--- src/rtl/digit_counter_chain.sv ---
// Chained BCD digit counter: each digit ripples its carry one digit per clock, and count_out is
// refreshed only with fully settled values.
module digit_counter_chain #(
    parameter int unsigned DIGITS = 6
) (
    input  logic                  clk,
    input  logic                  reset,
    input  logic                  inc_clk,
    input  logic                  ref_clk,
    input  logic [DIGITS-1:0]     inc_sel,
    output logic [4*DIGITS-1:0]   count_out,
    output logic                  busy,
    output logic                  overflow,
    output logic                  missed
);

    logic [DIGITS-1:0][3:0] live_q, live_d;
    logic [DIGITS-1:0][3:0] count_q, count_d;
    logic [DIGITS-1:0]      carry_q, carry_d;
    logic [DIGITS-1:0]      carry_out;
    logic                   refresh_pend_q, refresh_pend_d;
    logic                   overflow_q, overflow_d;
    logic                   missed_q, missed_d;
    logic                   inc_go;
    logic                   refresh_now;

    assign busy      = |carry_q;
    assign count_out = count_q;
    assign overflow  = overflow_q;
    assign missed    = missed_q;
    assign inc_go    = inc_clk && !busy;

    always_comb begin
        live_d    = live_q;
        carry_out = '0;
        for (int d = 0; d < DIGITS; d++) begin
            // A digit is bumped either by an accepted increment or by a pending carry, never both.
            if (carry_q[d] || (inc_go && inc_sel[d])) begin
                if (live_q[d] == 4'd9) begin
                    live_d[d]    = 4'd0;
                    carry_out[d] = 1'b1;
                end else begin
                    live_d[d] = live_q[d] + 4'd1;
                end
            end
        end
        carry_d    = carry_out << 1;
        overflow_d = overflow_q || carry_out[DIGITS-1];
        missed_d   = missed_q || (inc_clk && busy);
    end

    always_comb begin
        count_d        = count_q;
        refresh_pend_d = refresh_pend_q;
        // Copy only when nothing is pending and this edge generates no new carry.
        refresh_now = (ref_clk && !busy && !inc_clk) ||
                      (refresh_pend_q && !busy && (carry_d == '0));
        if (refresh_now) begin
            count_d        = live_d;
            refresh_pend_d = 1'b0;
        end else if (ref_clk) begin
            refresh_pend_d = 1'b1;
        end
    end

    always_ff @(posedge clk or posedge reset) begin
        if (reset) begin
            live_q         <= '0;
            count_q        <= '0;
            carry_q        <= '0;
            refresh_pend_q <= 1'b0;
            overflow_q     <= 1'b0;
            missed_q       <= 1'b0;
        end else begin
            live_q         <= live_d;
            count_q        <= count_d;
            carry_q        <= carry_d;
            refresh_pend_q <= refresh_pend_d;
            overflow_q     <= overflow_d;
            missed_q       <= missed_d;
        end
    end

endmodule

--- config.mk ---
export PLATFORM = sky130hd
export DESIGN_NAME = digit_counter_chain
export DESIGN_NICKNAME = d
export VERILOG_FILES = /design/src/rtl/digit_counter_chain.sv
export SDC_FILE = /design/constraint.sdc
export NUM_CORES = 1
export LEC_CHECK = 0
export CAP_MARGIN = 30
export CORE_ASPECT_RATIO = 0.9
export CORE_MARGIN = 10
export CORE_UTILIZATION = 30
export CTS_CLUSTER_DIAMETER = 60
export DETAILED_ROUTE_END_ITERATION = 12
export HOLD_SLACK_MARGIN = 0.15
export SYNTH_ARGS = -nofsm -noshare
export SYNTH_HDL_FRONTEND = slang
export SYNTH_SLANG_ARGS = --single-unit
--- constraint.sdc ---
create_clock -name clk -period 2.2 [get_ports clk]
set_input_delay 0.44 -clock clk [delete_from_list [all_inputs] [get_ports clk]]
set_output_delay 0.44 -clock clk [all_outputs]
set_load 0.1 [all_outputs]
* Yosys cells after proc, flatten, opt, wreduce, memory -nomap -nowiden
Index checks and enable logic that the tools add are counted.
** Storage, ports and cells
- Register bits :: 56
- Bits of input ports :: 10
- Output and inout port bits :: 27
- Logic and storage cells :: 79
** Operators by class
- Add/sub/neg operators :: 6
- Equal/unequal tests :: 6
- Multiplexer cells :: 26
- Reductions and logical operators :: 25
** Operators by type and width (number)
- $mux 4 :: 12
- $add 4x1->4 const B :: 6
- $eq 4x4->1 const B :: 6
- $mux 1 :: 14
- $logic_and 1x1->1 :: 12
- $logic_or 1x1->1 :: 8
- $logic_not 6->1 :: 1
- $reduce_or 5->1 :: 1
- $logic_not 1->1 :: 2
- $reduce_bool 2->1 :: 1

* Logic depth before layout (Yosys ltp)
- Depth in word-level cells :: 10
- Depth in mapped cells :: 6
- Mapped depth without buffers :: 5

* Least setup slack after synthesis
No wires, ideal clock.
- Path type :: register to register
- From :: register carry_q[4]
- To :: register count_q (netlist bit count_out[12])
- Setup time :: 0.128 ns
- Arrival time :: 2.576 ns
- Path slack :: -0.505 ns
- Cell stages (with the launch flop) :: 7
- Buffers on the path :: 1
- Clock period less this slack :: 2.705 ns
- Cells stage by stage :: dfrtp_1 -> nor4_2 -> nand2b_1 -> nor3b_1 -> a31oi_4 -> buf_6 -> mux2_1
** On the way
- Cells in the longest elaborated chain, start to end :: 9
- Elaborated cells between the ends (all ways) :: 24
** Ends and longest elaborated chain
- from (decl) :: line 19 : logic [DIGITS-1:0] carry_q, carry_d;
- from (signal assigned) :: line 77 : carry_q <= carry_d;
- $reduce_or 5->1 (*) :: line 27 : assign busy = |carry_q;
- named net busy :: line 12 : output logic busy,
- $logic_not 1->1 (*) :: line 31, 56, 57
- $logic_and 1x1->1 :: line 31 : assign inc_go = inc_clk && !busy;
- $logic_and 1x1->1 :: line 38 : if (carry_q[d] || (inc_go && inc_sel[d])) begin
- $logic_or 1x1->1 :: line 38
- $mux 1 :: line 38
- $logic_not 6->1 :: line 57 : (refresh_pend_q && !busy && (carry_d == '0));
- $logic_and 1x1->1 :: line 57
- $logic_or 1x1->1 :: line 56 : refresh_now = (ref_clk && !busy && !inc_clk) ||
- to (signal assigned) :: line 76 : count_q <= count_d;
- to (decl) :: line 18 : logic [DIGITS-1:0][3:0] count_q, count_d;
Mark *: on every way through the listed nets, which the timed path passes. The rest lies on a longest branch.
A chain may end at the register's enable or synchronous reset.

* Final worst setup path
- From :: register carry_q[5]
- To :: register count_q (netlist bit count_out[19])
** On the way
- Cells in the longest elaborated chain, start to end :: 9
- Elaborated cells between the ends (all ways) :: 24
** Ends and longest elaborated chain (line)
- $reduce_or 5->1 (*) :: 27
- $logic_not 1->1 (*) :: 31, 56, 57
- $logic_and 1x1->1 :: 31
- $logic_and 1x1->1 :: 38
- $logic_or 1x1->1 :: 38
- $mux 1 :: 38
- $logic_not 6->1 :: 57
- $logic_and 1x1->1 :: 57
- $logic_or 1x1->1 :: 56
Every way passes the cells marked *; elsewhere a longest branch is shown, timed or not.

==> reports/metrics.yaml <==
crit_path_max_incr_delay_ps: 600
cts_buffers: 5
syn-num-nets: 214
overflow: 0
setup_viol: 0
coreArea_um2: 8030
drive_gt1_share_pct: 33.6
placed_cell_area_um2: 3120
rows: 31
synth-edff-count: 0
crit_fanout: 8
drc_errors: 0
final_cell_mix: "dfrtp_1, buf_4, nor2_1"
min_period_ps: 2160
hold_viol_final: 0
layout_commonest_cell: "dfrtp_1"
clkLatencyLatePin_ps: 300
yosys.area.top_type_share_pct: 56.6
clock_sinks: 56
start_kind: "register"
final_cells: 370
syn_inst: 204
ctsLongestPathBuffers: 2
ys_seq_elements: 56
required_ps: 2390
cp.arrival_ps: 2350
netlist_area_um2: 2480
whs_ps: 477
synthFlopType: "dfrtp_1"
first_global_vias: 1865
dpl.cell_count: 360
clk_pin_slew_ps: 90
antenna_left: 0
port_buffers: 36
slew_viol_final: 0
worst_pin_slew_ps: 439
first_pass_iters: 4
hold_path.class: "reg2reg"
wl_per_cell_um: 14.2
antenna_cells: 0
yosysSeqAreaShare_pct: 56.6
max_clock_freq_ghz: 0.463
die_h_um: 106
period_share_pct: 98.1
pin_count: 37
max_slew_margin_pct: 70.4
hpwl_um: 3880
nets: 280
viasPerCell: 4.74
ys_types: 41
grt_antenna_before_repair: 0
finalInstanceArea_um2: 3320
htreeDepth: 2
vias: 1755
place_congestion: 0.761
async_flop_share_pct: 100
start_util_pct: 30.9
syn-mean-instance-area_um2: 12.1
cap_violations: 0
hold_buffers: 0
finish.utilization_pct: 41.4
routed_wl_um: 5250
die-area_um2: 12300
track_usage_pct: 8.84
status: "complete, no violations"
endpoint_kind: "register"
cts_tree: "built"
worstSetupPathType: "reg2reg"
path_cells: "or4b_4, o21ai_4, a22oi_2, a31oi_4, buf_6, mux2_1"
cp_slowest_cell: "or4b_4"
ys_top_cells_by_area: "dfrtp_1, mux2_1, nor2_1"
synth_warnings: 0
yosysTopAreaCell: "dfrtp_1"
dieWidth_um: 116
grt_pass1_wl_um: 8950
skew_ps: 5.88
drt_iter0_drc: 60
syn2layout_area_growth_pct: 34.0
critPathTopFamily: "simple AND/OR/NAND/NOR gates"
cp_num_buf_inv: 1
cts-root-buf: "clkbuf_8"
grt_max_degree: 57
rsz0062_at_grt: "true"
worst paths after layout:
check	from	to	slack [ps]	depth (start not counted)
min in group asynchronous	reset	live_q[21]	500	3
max	carry_q[5]	count_out[19]	40	6
max in group asynchronous	reset	carry_q[2]	1440	3
min reg2reg	missed	missed	480	1
min	missed	missed	480	1
max reg2reg	carry_q[5]	count_out[19]	40	6
through the flow:
step                      setup TNS (ps)  setup slack (ps)
final                                  0              40.9
after global routing                -855             -56.6
after CTS                              0             0.212
after detailed placement          -14440              -570
after global placement            -12580              -489
after floorplan                     -487             -26.6
routing by layer:
layer	global-route usage [%]	routed length, um	up-vias
met4	2.41	40	0
met5	0	0	-
met2	13.8	2390	26
met1	11.7	2610	871
met3	2.53	208	5
li1	-	-	853
cell families (layout without fill, tap and decap cells):
kind of cell | Yosys count | after routing | synth area share, %
AO/OA/AOI/OAI | 39 | 39 | 11.9
XOR/XNOR | 7 | 7 | 2.47
buffers and inverters | 14 | 81 | 2.73
flip-flops | 56 | 56 | 56.6
multiplexers | 25 | 25 | 11.3
AND/OR/NAND/NOR | 63 | 63 | 15.0
what timing repair did:
action	4_1_cts	5_1_grt
pin swaps	1	3
setup buffers	0	2
setup endpoints to repair	24	24
gates resized for setup	6	16
synth_stat cells, types with 2 or more instances:
cell type  number
nand2b_1        7
nand2_1        13
a22oi_1         2
nor4_2          2
nand3_1         3
nor2b_1         4
or4b_4          2
inv_1          12
xnor2_1         6
o21ai_0        10
o2bb2ai_1       3
mux2_1         24
a211oi_1        2
nor2_1         16
a21o_1          2
a31o_2          2
a21oi_1         3
and2_1          3
dfrtp_1        56
a22o_1          4
o21ai_2         2
nand3b_1        4
buf_6           2
a311oi_1        2
or3b_1          2
sequential cells by signal (all words and copies together) (netlist names):
signal          flops
refresh_pend_q      1
count_out          24
missed              1
live_q             24
overflow            1
carry_q             5
cell type report:
cell class / count / area (um^2)
tap: 99 / 124
inverter: 12 / 45.0
fill: 746 / 4710
multi-input combinational: 134 / 1120
clock inverter: 2 / 35.0
clock buffer: 6 / 72.6
timing repair buffer: 61 / 519
sequential: 56 / 1410
Power is not shown: default switching activity piles up to over one toggle a cycle in this logic, so the estimate is an artifact.
